==> src/rtl/cgra_rf_pkg.sv <==
// Shared definitions for the CGRA register-file arbiter.
//   clog2 / ptr_width : pointer width helpers (constant functions)
//   RR_PTR_W          : round-robin pointer width for the default requester count
//   resp_tag_t        : read-response tag {valid, id} carried across the RF read latency
package cgra_rf_pkg;

    localparam int MAX_REQ     = 8;
    localparam int DEF_NUM_REQ = 4;

    function automatic int clog2(input int n);
        int r;
        r = 0;
        while ((1 << r) < n) r++;
        return r;
    endfunction

    // A pointer always needs at least one bit, even for a single requester.
    function automatic int ptr_width(input int n);
        return (clog2(n) < 1) ? 1 : clog2(n);
    endfunction

    localparam int RR_PTR_W = ptr_width(DEF_NUM_REQ);
    localparam int TAG_ID_W = ptr_width(MAX_REQ);

    typedef struct packed {
        logic                valid;
        logic [TAG_ID_W-1:0] id;
    } resp_tag_t;

endpackage

==> src/rtl/rr_pick.sv <==
// Combinational round-robin selector.
//   req   : request vector
//   start : highest-priority index (must be < N)
//   mask  : requests to ignore
//   found : some unmasked request exists
//   idx   : first unmasked request at or after start, wrapping modulo N
module rr_pick #(
    parameter int N  = 4,
    parameter int PW = 2
) (
    input  logic [N-1:0]  req,
    input  logic [PW-1:0] start,
    input  logic [N-1:0]  mask,
    output logic          found,
    output logic [PW-1:0] idx
);
    logic [N-1:0] elig;
    assign elig = req & ~mask;

    always_comb begin
        int            j;
        logic [PW-1:0] cand;
        found = 1'b0;
        idx   = '0;
        j     = 0;
        cand  = '0;
        for (int k = 0; k < N; k++) begin
            // explicit wrap so non-power-of-two N never indexes past N-1
            j = int'(start) + k;
            if (j >= N) j = j - N;
            cand = PW'(j);
            if (!found && elig[cand]) begin
                found = 1'b1;
                idx   = cand;
            end
        end
    end
endmodule

==> src/rtl/cgra_regfile_arbiter.sv <==
// Shares a 1-write / 2-read CGRA register file between NUM_REQ requesters.
//   CGRA_Clock, CGRA_Reset       : clock, async active-high reset
//   arb_enable                   : 0 freezes all grants and pointers
//   wr_valid/wr_ready/addr/data  : per-requester write channel (round-robin)
//   rd_valid/rd_ready/rd_addr    : per-requester read channel (two grants/cycle)
//   rd_resp_valid/rd_resp_data   : read result, one cycle after the grant
//   rf_*                         : register-file pins (WE0, address_in0, in0,
//                                  address_out0/1, out0/1)
module cgra_regfile_arbiter
    import cgra_rf_pkg::*;
#(
    parameter int NUM_REQ  = 4,
    parameter int LOG2REGS = 1,
    parameter int SIZE     = 32
) (
    input  logic                         CGRA_Clock,
    input  logic                         CGRA_Reset,
    input  logic                         arb_enable,
    input  logic [NUM_REQ-1:0]           wr_valid,
    output logic [NUM_REQ-1:0]           wr_ready,
    input  logic [NUM_REQ*LOG2REGS-1:0]  wr_addr,
    input  logic [NUM_REQ*SIZE-1:0]      wr_data,
    input  logic [NUM_REQ-1:0]           rd_valid,
    output logic [NUM_REQ-1:0]           rd_ready,
    input  logic [NUM_REQ*LOG2REGS-1:0]  rd_addr,
    output logic [NUM_REQ-1:0]           rd_resp_valid,
    output logic [NUM_REQ*SIZE-1:0]      rd_resp_data,
    output logic                         rf_we,
    output logic [LOG2REGS-1:0]          rf_waddr,
    output logic [SIZE-1:0]              rf_wdata,
    output logic [LOG2REGS-1:0]          rf_raddr0,
    output logic [LOG2REGS-1:0]          rf_raddr1,
    input  logic [SIZE-1:0]              rf_rdata0,
    input  logic [SIZE-1:0]              rf_rdata1
);
    localparam int PW = ptr_width(NUM_REQ);

    function automatic logic [PW-1:0] wrap_inc(input logic [PW-1:0] p);
        return (int'(p) == NUM_REQ - 1) ? '0 : p + PW'(1);
    endfunction

    logic [PW-1:0] wr_ptr, rd_ptr;
    resp_tag_t     tag0, tag1;

    // Reset and freeze both suppress every request before arbitration, so
    // grants, rf_we and pointer updates all fall away together.
    logic               grant_en;
    logic [NUM_REQ-1:0] wr_req, rd_req;
    assign grant_en = arb_enable & ~CGRA_Reset;
    assign wr_req   = wr_valid & {NUM_REQ{grant_en}};
    assign rd_req   = rd_valid & {NUM_REQ{grant_en}};

    logic          wr_found, rd0_found, rd1_found;
    logic [PW-1:0] wr_idx, rd0_idx, rd1_idx;
    logic [NUM_REQ-1:0] wr_oh, rd0_oh, rd1_oh;

    rr_pick #(.N(NUM_REQ), .PW(PW)) u_wr_pick (
        .req(wr_req), .start(wr_ptr), .mask('0), .found(wr_found), .idx(wr_idx)
    );

    rr_pick #(.N(NUM_REQ), .PW(PW)) u_rd0_pick (
        .req(rd_req), .start(rd_ptr), .mask('0), .found(rd0_found), .idx(rd0_idx)
    );

    // Second read search resumes after g0 with g0 masked; requesters between
    // rd_ptr and g0 are known idle, so a full wrap equals stopping at rd_ptr.
    rr_pick #(.N(NUM_REQ), .PW(PW)) u_rd1_pick (
        .req(rd_req), .start(wrap_inc(rd0_idx)), .mask(rd0_found ? rd0_oh : '0),
        .found(rd1_found), .idx(rd1_idx)
    );

    assign wr_oh  = NUM_REQ'(1) << wr_idx;
    assign rd0_oh = NUM_REQ'(1) << rd0_idx;
    assign rd1_oh = NUM_REQ'(1) << rd1_idx;

    assign wr_ready  = wr_found ? wr_oh : '0;
    assign rf_we     = wr_found;
    assign rf_waddr  = wr_found ? wr_addr[wr_idx*LOG2REGS +: LOG2REGS] : '0;
    assign rf_wdata  = wr_found ? wr_data[wr_idx*SIZE +: SIZE] : '0;

    assign rd_ready  = (rd0_found ? rd0_oh : '0) | (rd1_found ? rd1_oh : '0);
    assign rf_raddr0 = rd0_found ? rd_addr[rd0_idx*LOG2REGS +: LOG2REGS] : '0;
    assign rf_raddr1 = rd1_found ? rd_addr[rd1_idx*LOG2REGS +: LOG2REGS] : '0;

    always_ff @(posedge CGRA_Clock or posedge CGRA_Reset) begin
        if (CGRA_Reset) begin
            wr_ptr <= '0;
            rd_ptr <= '0;
            tag0   <= '0;
            tag1   <= '0;
        end else begin
            if (wr_found) wr_ptr <= wrap_inc(wr_idx);
            if (rd1_found)      rd_ptr <= wrap_inc(rd1_idx);
            else if (rd0_found) rd_ptr <= wrap_inc(rd0_idx);
            tag0.valid <= rd0_found;
            tag0.id    <= TAG_ID_W'(rd0_idx);
            tag1.valid <= rd1_found;
            tag1.id    <= TAG_ID_W'(rd1_idx);
        end
    end

    // The RF registers its read, so the tags line up with out0/out1 now.
    logic [PW-1:0] id0, id1;
    assign id0 = PW'(tag0.id);
    assign id1 = PW'(tag1.id);

    always_comb begin
        rd_resp_valid = '0;
        rd_resp_data  = '0;
        if (!CGRA_Reset && tag0.valid) begin
            rd_resp_valid[id0]              = 1'b1;
            rd_resp_data[id0*SIZE +: SIZE]  = rf_rdata0;
        end
        if (!CGRA_Reset && tag1.valid) begin
            rd_resp_valid[id1]              = 1'b1;
            rd_resp_data[id1*SIZE +: SIZE]  = rf_rdata1;
        end
    end
endmodule
==> config.mk <==
export PLATFORM = sky130hd
export DESIGN_NAME = cgra_regfile_arbiter
export DESIGN_NICKNAME = d
export VERILOG_FILES = /design/src/rtl/cgra_rf_pkg.sv /design/src/rtl/rr_pick.sv /design/src/rtl/cgra_regfile_arbiter.sv
export SDC_FILE = /design/constraint.sdc
export NUM_CORES = 1
export LEC_CHECK = 0
export ABC_CLOCK_PERIOD_IN_PS = 4900
export CAP_MARGIN = 20
export CORE_AREA = 2 2 151 153
export CTS_CLUSTER_DIAMETER = 150
export DETAILED_ROUTE_END_ITERATION = 16
export DIE_AREA = 0 0 153 155
export PLACE_DENSITY = 0.51
export SKIP_CTS_REPAIR_TIMING = 1
export SYNTH_ARGS = -nofsm -noshare
export SYNTH_HDL_FRONTEND = slang
export SYNTH_HIERARCHICAL = 1
export SYNTH_SLANG_ARGS = --single-unit
==> constraint.sdc <==
create_clock -name CGRA_Clock -period 4.9 [get_ports CGRA_Clock]
set_clock_uncertainty 0.1 [all_clocks]
set_input_delay 0.49 -clock CGRA_Clock [delete_from_list [all_inputs] [get_ports CGRA_Clock]]
set_output_delay 0.49 -clock CGRA_Clock [all_outputs]
set_load 0.02 [all_outputs]
==> results_tabular.tex, run 1 <==
\begin{tabular}{lr}
\hline
Metric & Value \\
\hline
\multicolumn{2}{l}{\textbf{Power and ir drop}} \\
\quad Leakage power of the design & 0.00300 uW \\
\quad Highest ir drop seen on vdd & roughly 0.10 mV \\
\quad Ratio of total power to cell area & roughly 110 mW/mm\^{}2 \\
\quad Sum of internal, switching and leakage power & just under 900 uW \\
\multicolumn{2}{l}{\textbf{Yosys}} \\
\quad Per-instance average area after synthesis & 9.74 sq um \\
\quad Async S/R FF share, synth & 100\% \\
\quad Synth unique cells & 38 \\
\quad Post-synthesis instance total & slightly below 400 \\
\quad Syn. warnings & 6 \\
\quad Flip-flop and latch count after synthesis & 10 \\
\quad Most used DFF post-synth & dfrtp\_1 \\
\quad Post-synth EDFFs & 0 \\
\quad Sequential area share after synthesis & around 6.5\% \\
\quad Cell area after technology mapping & between 0.003 and 0.004 sq mm \\
\multicolumn{2}{l}{\textbf{Setup path}} \\
\quad Required time of the worst setup path & $\sim$4.3 ns \\
\quad Crit path capture type & output pin \\
\quad Crit path DAT & between 4 and 5 ns \\
\quad Register-to-register setup slack & between 2 and 2.5 ns \\
\quad Startpoint of the most critical register-to-register path & rd\_ptr[1] \\
\quad Kind of critical path & in -> out \\
\quad Sequence of cells on the critical path & clkdlybuf4s50\_1 > nor2b\_4 > and2\_1 > nor2b\_4 > a311oi\_2 > a2bb2oi\_2 > inv\_1 > ha\_1 > and2\_1 > nor2b\_4 > o221ai\_1 > a21oi\_2 > mux4\_2 > and2\_1 > clkdlybuf4s50\_1 \\
\quad Register-to-Register Path Depth & 13 \\
\quad Critical path launch point type & primary input \\
\quad Peak per-stage delay on the critical path & roughly 0.57 ns \\
\quad Crit-path slowest cell & clkdlybuf4s50\_1 \\
\quad Top fanout value on the critical path & 5 \\
\quad R2R Path End & rd\_ptr[1] \\
\multicolumn{2}{l}{\textbf{Routing}} \\
\quad Routed met3 length & $\sim$1500 um \\
\quad Uppermost routed layer & met4 \\
\quad Wire length on met1 & roughly 8000 um \\
\quad WL final & 20300 um \\
\quad Remaining antenna violation count after routing & 0 \\
\quad Routed wl met2 & 10500 um \\
\quad Wire per inst & 19.2 um \\
\quad DRT iter0 DRCs & between 150 and 200 \\
\quad Router iterations before antenna repair & 4 \\
\quad Drt via density & approximately 4.7 \\
\quad Via count & approximately 5000 \\
\quad Post-detailed-route DRC marker count & 0 \\
\multicolumn{2}{l}{\textbf{STA}} \\
\quad Headroom to the max-slew limit & between 60\% and 70\% \\
\quad Setup violation total in the final timing report & 0 \\
\quad Period utilization & 95.4\% \\
\quad Setup TNS after final layout & 0 ns \\
\quad Final hold violations & 0 \\
\quad Number of max-slew violations in the final report & 0 \\
\quad Period minus WS final & roughly 4.7 ns \\
\quad Fmax & approximately 210 MHz \\
\quad Transition at the pin with the smallest max-transition slack & around 0.5 ns \\
\quad Setup repair after global routing missed its margin & false \\
\multicolumn{2}{l}{\textbf{Placed design}} \\
\quad Routability Congestion & 0.791 \\
\quad \# port buffers & 386 \\
\quad Detailed-placement wirelength estimate & about 16000 um \\
\multicolumn{2}{l}{\textbf{Global routing}} \\
\quad Antenna violations before repair & 1 \\
\quad Wire length of the first global-routing pass & about 30000 um \\
\quad Vias in the first global route & around 5000 \\
\quad Global router's overall resource usage & about 16\% \\
\quad Largest net degree at the start of global routing & 41 \\
\quad Aggregate global routing overflow & 0 \\
\multicolumn{2}{l}{\textbf{Finish}} \\
\quad Fillers & 2254 \\
\quad Nets & 1012 \\
\quad Multi-input logic area & about 0.0034 sq mm \\
\quad Layout area overhead & 114\% \\
\quad Area taken by flip-flops and latches & roughly 250 sq um \\
\quad Layout cell share with drive strength beyond 1 & a little under an eighth \\
\multicolumn{2}{l}{\textbf{Clocking}} \\
\quad Root buffer selected by CTS & clkbuf\_16 \\
\quad Number of buffers inserted during clock tree synthesis & 3 \\
\quad Clock slew seen by the registers of the worst setup and hold paths & $\sim$0.040 ns \\
\quad Num Clock Sinks & 10 \\
\quad Number of H-tree levels & 1 \\
\quad Clock tree from TritonCTS & built \\
\quad Deepest clock path buffer count & 2 \\
\quad Latest clock arrival within the worst-skew pair & $\sim$0.23 ns \\
\multicolumn{2}{l}{\textbf{Floorplanning}} \\
\quad Number of ports placed on the die boundary & between 300 and 400 \\
\quad Core Box Area & 0.0222 sq mm \\
\quad Die boundary height & roughly 160 um \\
\quad Number of standard-cell rows in the floorplan & 55 \\
\quad Effective utilization at floorplan & between 10\% and 20\% \\
\quad Die area & 0.0237 sq mm \\
\quad Horizontal extent of the die & between 150 and 200 um \\
\multicolumn{2}{l}{\textbf{Run}} \\
\quad Number of max-capacitance violations reported & 0 \\
\multicolumn{2}{l}{\textbf{Worst hold path}} \\
\quad WHS Path Cells & 1 \\
\quad Class of the most critical hold timing path & reg -> reg \\
\quad Hold-critical path endpoint & wr\_ptr[0] \\
\quad Worst min-delay path startpoint & wr\_ptr[0] \\
\multicolumn{2}{l}{\textbf{Status}} \\
\quad Run status & finished clean \\
\hline
\end{tabular}
[cell usage after synthesis (6+ instances only)]
cell / n / area (sq um)
a21oi_1: 6 / 30.0
a22o_1: 127 / 1110
and2_1: 51 / 319
buf_2: 27 / 135
clkbuf_1: 6 / 22.5
dfrtp_1: 10 / 250
ha_1: 27 / 338
inv_1: 18 / 67.6
mux4_2: 35 / 788
nand2_1: 8 / 30.0
nor2_1: 10 / 37.5
o21bai_1: 6 / 45.0
o221ai_1: 6 / 52.6
[layout by cell type, fill, tap and decap left out, drive strengths merged]
| cell | Yosys | final |
|---|---|---|
| clkdlybuf4s50 | 0 | 386 |
| a22o | 127 | 127 |
| and2 | 51 | 51 |
| mux4 | 35 | 35 |
| ha | 27 | 27 |
| buf | 33 | 20 |
| inv | 18 | 18 |
| nor2 | 10 | 10 |
| dfrtp | 10 | 10 |
| conb | 1 | 10 |
| nand2 | 8 | 8 |
| nand2b | 8 | 8 |
| nor2b | 7 | 7 |
| o221ai | 6 | 6 |
| o21bai | 6 | 6 |
| a21oi | 6 | 6 |
| a21o | 4 | 4 |
| clkbuf | 6 | 4 |
| nor4 | 3 | 3 |
| a22oi | 3 | 3 |
| a311oi | 3 | 3 |
| nand3 | 3 | 3 |
| a2bb2oi | 3 | 3 |
| mux2i | 2 | 2 |
| o21ai | 2 | 2 |
| mux2 | 2 | 2 |
| nor4b | 2 | 2 |
| diode | 0 | 1 |
| nand4b | 1 | 1 |
| a32o | 1 | 1 |
| nand3b | 1 | 1 |
| nor3 | 1 | 1 |
| nand4bb | 1 | 1 |
| a2111oi | 1 | 1 |
| a211oi | 1 | 1 |
[worst max-delay path: cells and delay by family]
kind                     cells  cell delay [ns]
multiplexers                 1             0.51
buffers and inverters        3             1.17
AND/OR/NAND/NOR              6             0.91
AO/OA/AOI/OAI                4             0.83
adder cells (fa/ha/maj)      1             0.17
[final cells by class]
class                   count  area share, %
flip-flops and latches     10           3.05
diodes                      1         0.0305
clock buffers               4           1.08
multi-input cells         335           41.4
well taps                 285           4.35
repair buffers            406           49.2
inverters                  18          0.823
[flip-flops by register name (all words and copies together) (netlist names)]
name,cells
id0,2
id1,2
rd_ptr,2
wr_ptr,2
tag0,1
tag1,1
[per-layer routing]
layer	up-vias	GRT usage, %
li1	2332	-
met1	2323	18.5
met2	276	30.2
met3	20	3.31
met4	0	2.69
met5	-	0
[stage by stage]
stage	area (sq um)	hold slack [ns]	utilization [%]	cells	setup slack, ns
after detailed placement	8090	0.487	36.4	1053	0.0506
after global placement	8090	0.486	36.4	1053	0.116
after CTS	8180	0.502	36.8	1057	0.0406
final	8210	0.505	36.9	1059	0.224
after global routing	8210	0.532	36.9	1059	0.00324
after floorplan	3860	0.409	-	402	0.782
[worst max-delay path by stage]
| stage | from | to | depth (start not counted) |
|---|---|---|---|
| after detailed placement | CGRA_Reset | rf_raddr1 | 15 |
| after global placement | CGRA_Reset | rf_raddr1 | 15 |
| final | CGRA_Reset | rf_raddr1 | 15 |
| after floorplan | CGRA_Reset | rf_raddr1 | 13 |
| after global routing | CGRA_Reset | rf_raddr1 | 15 |
| after CTS | CGRA_Reset | rf_raddr1 | 15 |
[power by group]
group	internal (uW)	switching, uW	total (uW)
combinational	350	255	605
clock	122	35.8	158
sequential	94.3	21.2	116
[kinds of logic after synthesis]
kind of cell	Yosys count	synth area share (%)
AO/OA/AOI/OAI	163	37.7
adder cells (fa/ha/maj)	27	8.83
buffers and inverters	57	7.26
flip-flops	10	6.54
multiplexers	39	21.7
other	1	0.0980
AND/OR/NAND/NOR	96	17.9
Note: power is estimated with default switching activity, not from simulation.
==> run 2: changes to the inputs <==
--- a/config.mk
+++ b/config.mk
@@ -7,11 +7,11 @@
 export LEC_CHECK = 0
 export ABC_CLOCK_PERIOD_IN_PS = 4900
 export CAP_MARGIN = 20
-export CORE_AREA = 2 2 151 153
+export CORE_AREA = 10 10 142 144
 export CTS_CLUSTER_DIAMETER = 150
 export DETAILED_ROUTE_END_ITERATION = 16
-export DIE_AREA = 0 0 153 155
-export PLACE_DENSITY = 0.51
+export DIE_AREA = 0 0 152 154
+export PLACE_DENSITY = 0.62
 export SKIP_CTS_REPAIR_TIMING = 1
 export SYNTH_ARGS = -nofsm -noshare
 export SYNTH_HDL_FRONTEND = slang
==> results_tabular.tex, run 2 (synthesis results as in run 1) <==
\begin{tabular}{lr}
\hline
Metric & Value \\
\hline
\multicolumn{2}{l}{\textbf{STA}} \\
\quad Period utilization & 94.6\% (-0.78 points) \\
\quad Number of max-slew violations in the final report & 0 (unchanged) \\
\quad Post-route worst setup slack & 0.262 ns (+0.0384 ns) \\
\quad Final hold violations & 0 (unchanged) \\
\quad Worst Hold Margin & 0.514 ns (+0.00928 ns) \\
\quad Headroom to the max-slew limit & 65.3\% (-1.3 points) \\
\quad Transition at the pin with the smallest max-transition slack & 0.519 ns (+0.0185 ns) \\
\quad Setup repair after global routing missed its margin & false \\
\quad Setup violation total in the final timing report & 0 (unchanged) \\
\quad Setup TNS after final layout & 0 ns (unchanged) \\
\quad Period minus WS final & 4.64 ns (-0.0384 ns) \\
\quad Fmax & 216 MHz (+0.83\%) \\
\multicolumn{2}{l}{\textbf{Run}} \\
\quad Number of max-capacitance violations reported & 0 (unchanged) \\
\multicolumn{2}{l}{\textbf{Routing}} \\
\quad Drt via density & 5.13 (+9.7\%) \\
\quad Post-detailed-route DRC marker count & 0 (unchanged) \\
\quad Router iterations before antenna repair & 5 (+1) \\
\quad WL final & 24600 um (+21\%) \\
\quad DRT iter0 DRCs & 219 (+21\%) \\
\quad Remaining antenna violation count after routing & 0 (unchanged) \\
\quad Via count & 5188 (+4.8\%) \\
\quad Wire per inst & 24.3 um (+27\%) \\
\multicolumn{2}{l}{\textbf{Setup path}} \\
\quad Peak per-stage delay on the critical path & 0.53 ns (-0.04 ns) \\
\quad Kind of critical path & in -> out \\
\quad Crit path capture type & output pin \\
\quad Critical path launch point type & primary input \\
\quad Critical path buffers and inverters & 5 (+2) \\
\quad Top fanout value on the critical path & 5 (unchanged) \\
\quad Register-to-Register Path Depth & 13 (unchanged) \\
\quad Crit path DAT & 4.05 ns (-0.04 ns) \\
\quad Sequence of cells on the critical path & clkdlybuf4s50\_1 > nor2b\_2 > and2\_1 > nand2b\_4 > o221ai\_1 > a21oi\_1 > buf\_4 > ha\_1 > and2\_1 > nor2b\_1 > o221ai\_1 > a21oi\_2 > buf\_4 > inv\_1 > ha\_1 > a21o\_1 > clkdlybuf4s50\_1 \\
\quad Crit-path slowest cell & clkdlybuf4s50\_1 \\
\quad Delay-heaviest family, CP & buffers and inverters \\
\quad Number of cells on the critical path & 17 (+2) \\
\quad Required time of the worst setup path & 4.31 ns (about the same) \\
\multicolumn{2}{l}{\textbf{Placed design}} \\
\quad Worst setup slack before clock tree synthesis & -0.00950 ns (-0.0601 ns) \\
\quad Routability Congestion & 0.866 (+9.5\%) \\
\quad \# port buffers & 386 (unchanged) \\
\quad Detailed-placement wirelength estimate & 21200 um (+29\%) \\
\quad Number of cells in the design after placement & 1004 (-4.7\%) \\
\multicolumn{2}{l}{\textbf{Clocking}} \\
\quad Root buffer selected by CTS & clkbuf\_16 \\
\quad Number of buffers inserted during clock tree synthesis & 3 (unchanged) \\
\quad Num Clock Sinks & 10 (unchanged) \\
\quad Clock slew seen by the registers of the worst setup and hold paths & 0.04 ns (about the same) \\
\quad Number of H-tree levels & 1 (unchanged) \\
\quad Clock tree from TritonCTS & built \\
\quad Latest clock arrival within the worst-skew pair & 0.24 ns (about the same) \\
\quad Deepest clock path buffer count & 2 (unchanged) \\
\multicolumn{2}{l}{\textbf{Status}} \\
\quad Run status & finished clean \\
\multicolumn{2}{l}{\textbf{Global routing}} \\
\quad Aggregate global routing overflow & 0 (unchanged) \\
\quad Grt met3 use & 7.92\% (+4.6 points) \\
\quad Global-route layer with the greatest usage & met2 \\
\quad Met1 Track Usage GR & 17.9\% (-0.53 points) \\
\quad Wire length of the first global-routing pass & 35900 um (+20\%) \\
\quad Largest net degree at the start of global routing & 33 (-20\%) \\
\quad Antenna violations before repair & 4 (+3) \\
\quad Global router's overall resource usage & 19.3\% (+3.4 points) \\
\quad Vias in the first global route & 5683 (+12\%) \\
\quad Met2 Use GR & 37.8\% (+7.6 points) \\
\multicolumn{2}{l}{\textbf{Floorplanning}} \\
\quad Die area & 0.0234 sq mm (-1.3\%) \\
\quad Core Box Area & 0.0172 sq mm (-23\%) \\
\quad Effective utilization at floorplan & 22.3\% (+5.1 points) \\
\quad Number of standard-cell rows in the floorplan & 48 (-13\%) \\
\quad Number of ports placed on the die boundary & 387 (unchanged) \\
\quad Die boundary height & 154 um (-0.65\%) \\
\quad Horizontal extent of the die & 152 um (-0.65\%) \\
\multicolumn{2}{l}{\textbf{Power and ir drop}} \\
\quad Leakage power of the design & 0.00306 uW (+2.0\%) \\
\quad Highest ir drop seen on vdd & 0.0893 mV (-15\%) \\
\quad Ratio of total power to cell area & 109 mW/mm\^{}2 (+2.0\%) \\
\multicolumn{2}{l}{\textbf{Worst hold path}} \\
\quad Class of the most critical hold timing path & reg -> reg \\
\quad WHS Path Cells & 1 (unchanged) \\
\multicolumn{2}{l}{\textbf{Finish}} \\
\quad Most used cells in the layout excluding fill and tap cells & clkdlybuf4s50\_1 (385), a22o\_1 (127), and2\_1 (51) \\
\quad Layout cell share with drive strength beyond 1 & 12.4\% (+1.1 points) \\
\quad Nets & 1022 (+0.99\%) \\
\quad Layout area overhead & 115\% (about the same) \\
\quad Leading cell type in the layout, fill and taps excluded & clkdlybuf4s50\_1 \\
\quad Count of placed standard cells in the final layout, fillers left out & 1012 (-4.4\%) \\
\quad Final core utilization & 47.8\% (+11 points) \\
\hline
\end{tabular}
==> run 2: worst reg2reg max path: stages, from the launching register on <==
cell and delay (ns):
dfrtp_1 0.43, o221ai_1 0.22, a21oi_1 0.11, buf_4 0.17
ha_1 0.21, and2_1 0.17, nor2b_1 0.21, o221ai_1 0.18
a21oi_2 0.20, buf_4 0.16, inv_1 0.06, ha_1 0.28
nand2_1 0.06, o21ai_0 0.10
==> run 2: power by group <==
group          switching (uW)  total [uW]  leakage [uW]  internal [uW]
clock                    41.4         164     0.0000442            123
sequential               21.4         116      0.000125           94.3
combinational             261         617       0.00289            356
total                     323         897       0.00306            573
==> run 2: path summary, 6_finish.rpt <==
kind,startpoint,endpoint,slack (ns)
min,wr_ptr[1],wr_ptr[1],0.51
min reg2reg,wr_ptr[1],wr_ptr[1],0.51
max reg2reg,rd_ptr[0],rd_ptr[1],2.10
max,arb_enable,rd_ready[0],0.26
max in group asynchronous,CGRA_Reset,tag1[3],3.72
min in group asynchronous,CGRA_Reset,id0[0],0.70
==> run 2: cell type report <==
cell class | instances | area, sq um
multi-input combinational | 335 | 3400
antenna | 4 | 10.0
tap | 225 | 282
clock buffer | 4 | 88.8
sequential | 10 | 250
timing repair buffer | 416 | 4120
fill | 1648 | 8970
inverter | 18 | 67.6
==> run 2: metrics by stage <==
| step | cell area [sq um] | power (uW) |
|---|---|---|
| finish | 8210 | 897 |
| global route | 8210 | 953 |
| CTS | 8190 | 905 |
| detailed placement | 8100 | 737 |
| global placement | 8100 | 725 |
| floorplan | 3860 | 378 |
==> run 2: metal layers <==
| metal | routed length, um | up-vias | part of all wire, % |
|---|---|---|---|
| li1 | - | 2361 | - |
| met1 | 8140 | 2515 | 33 |
| met2 | 13400 | 288 | 55 |
| met3 | 2470 | 24 | 10 |
| met4 | 535 | 0 | 2.2 |
| met5 | 0 | - | 0 |
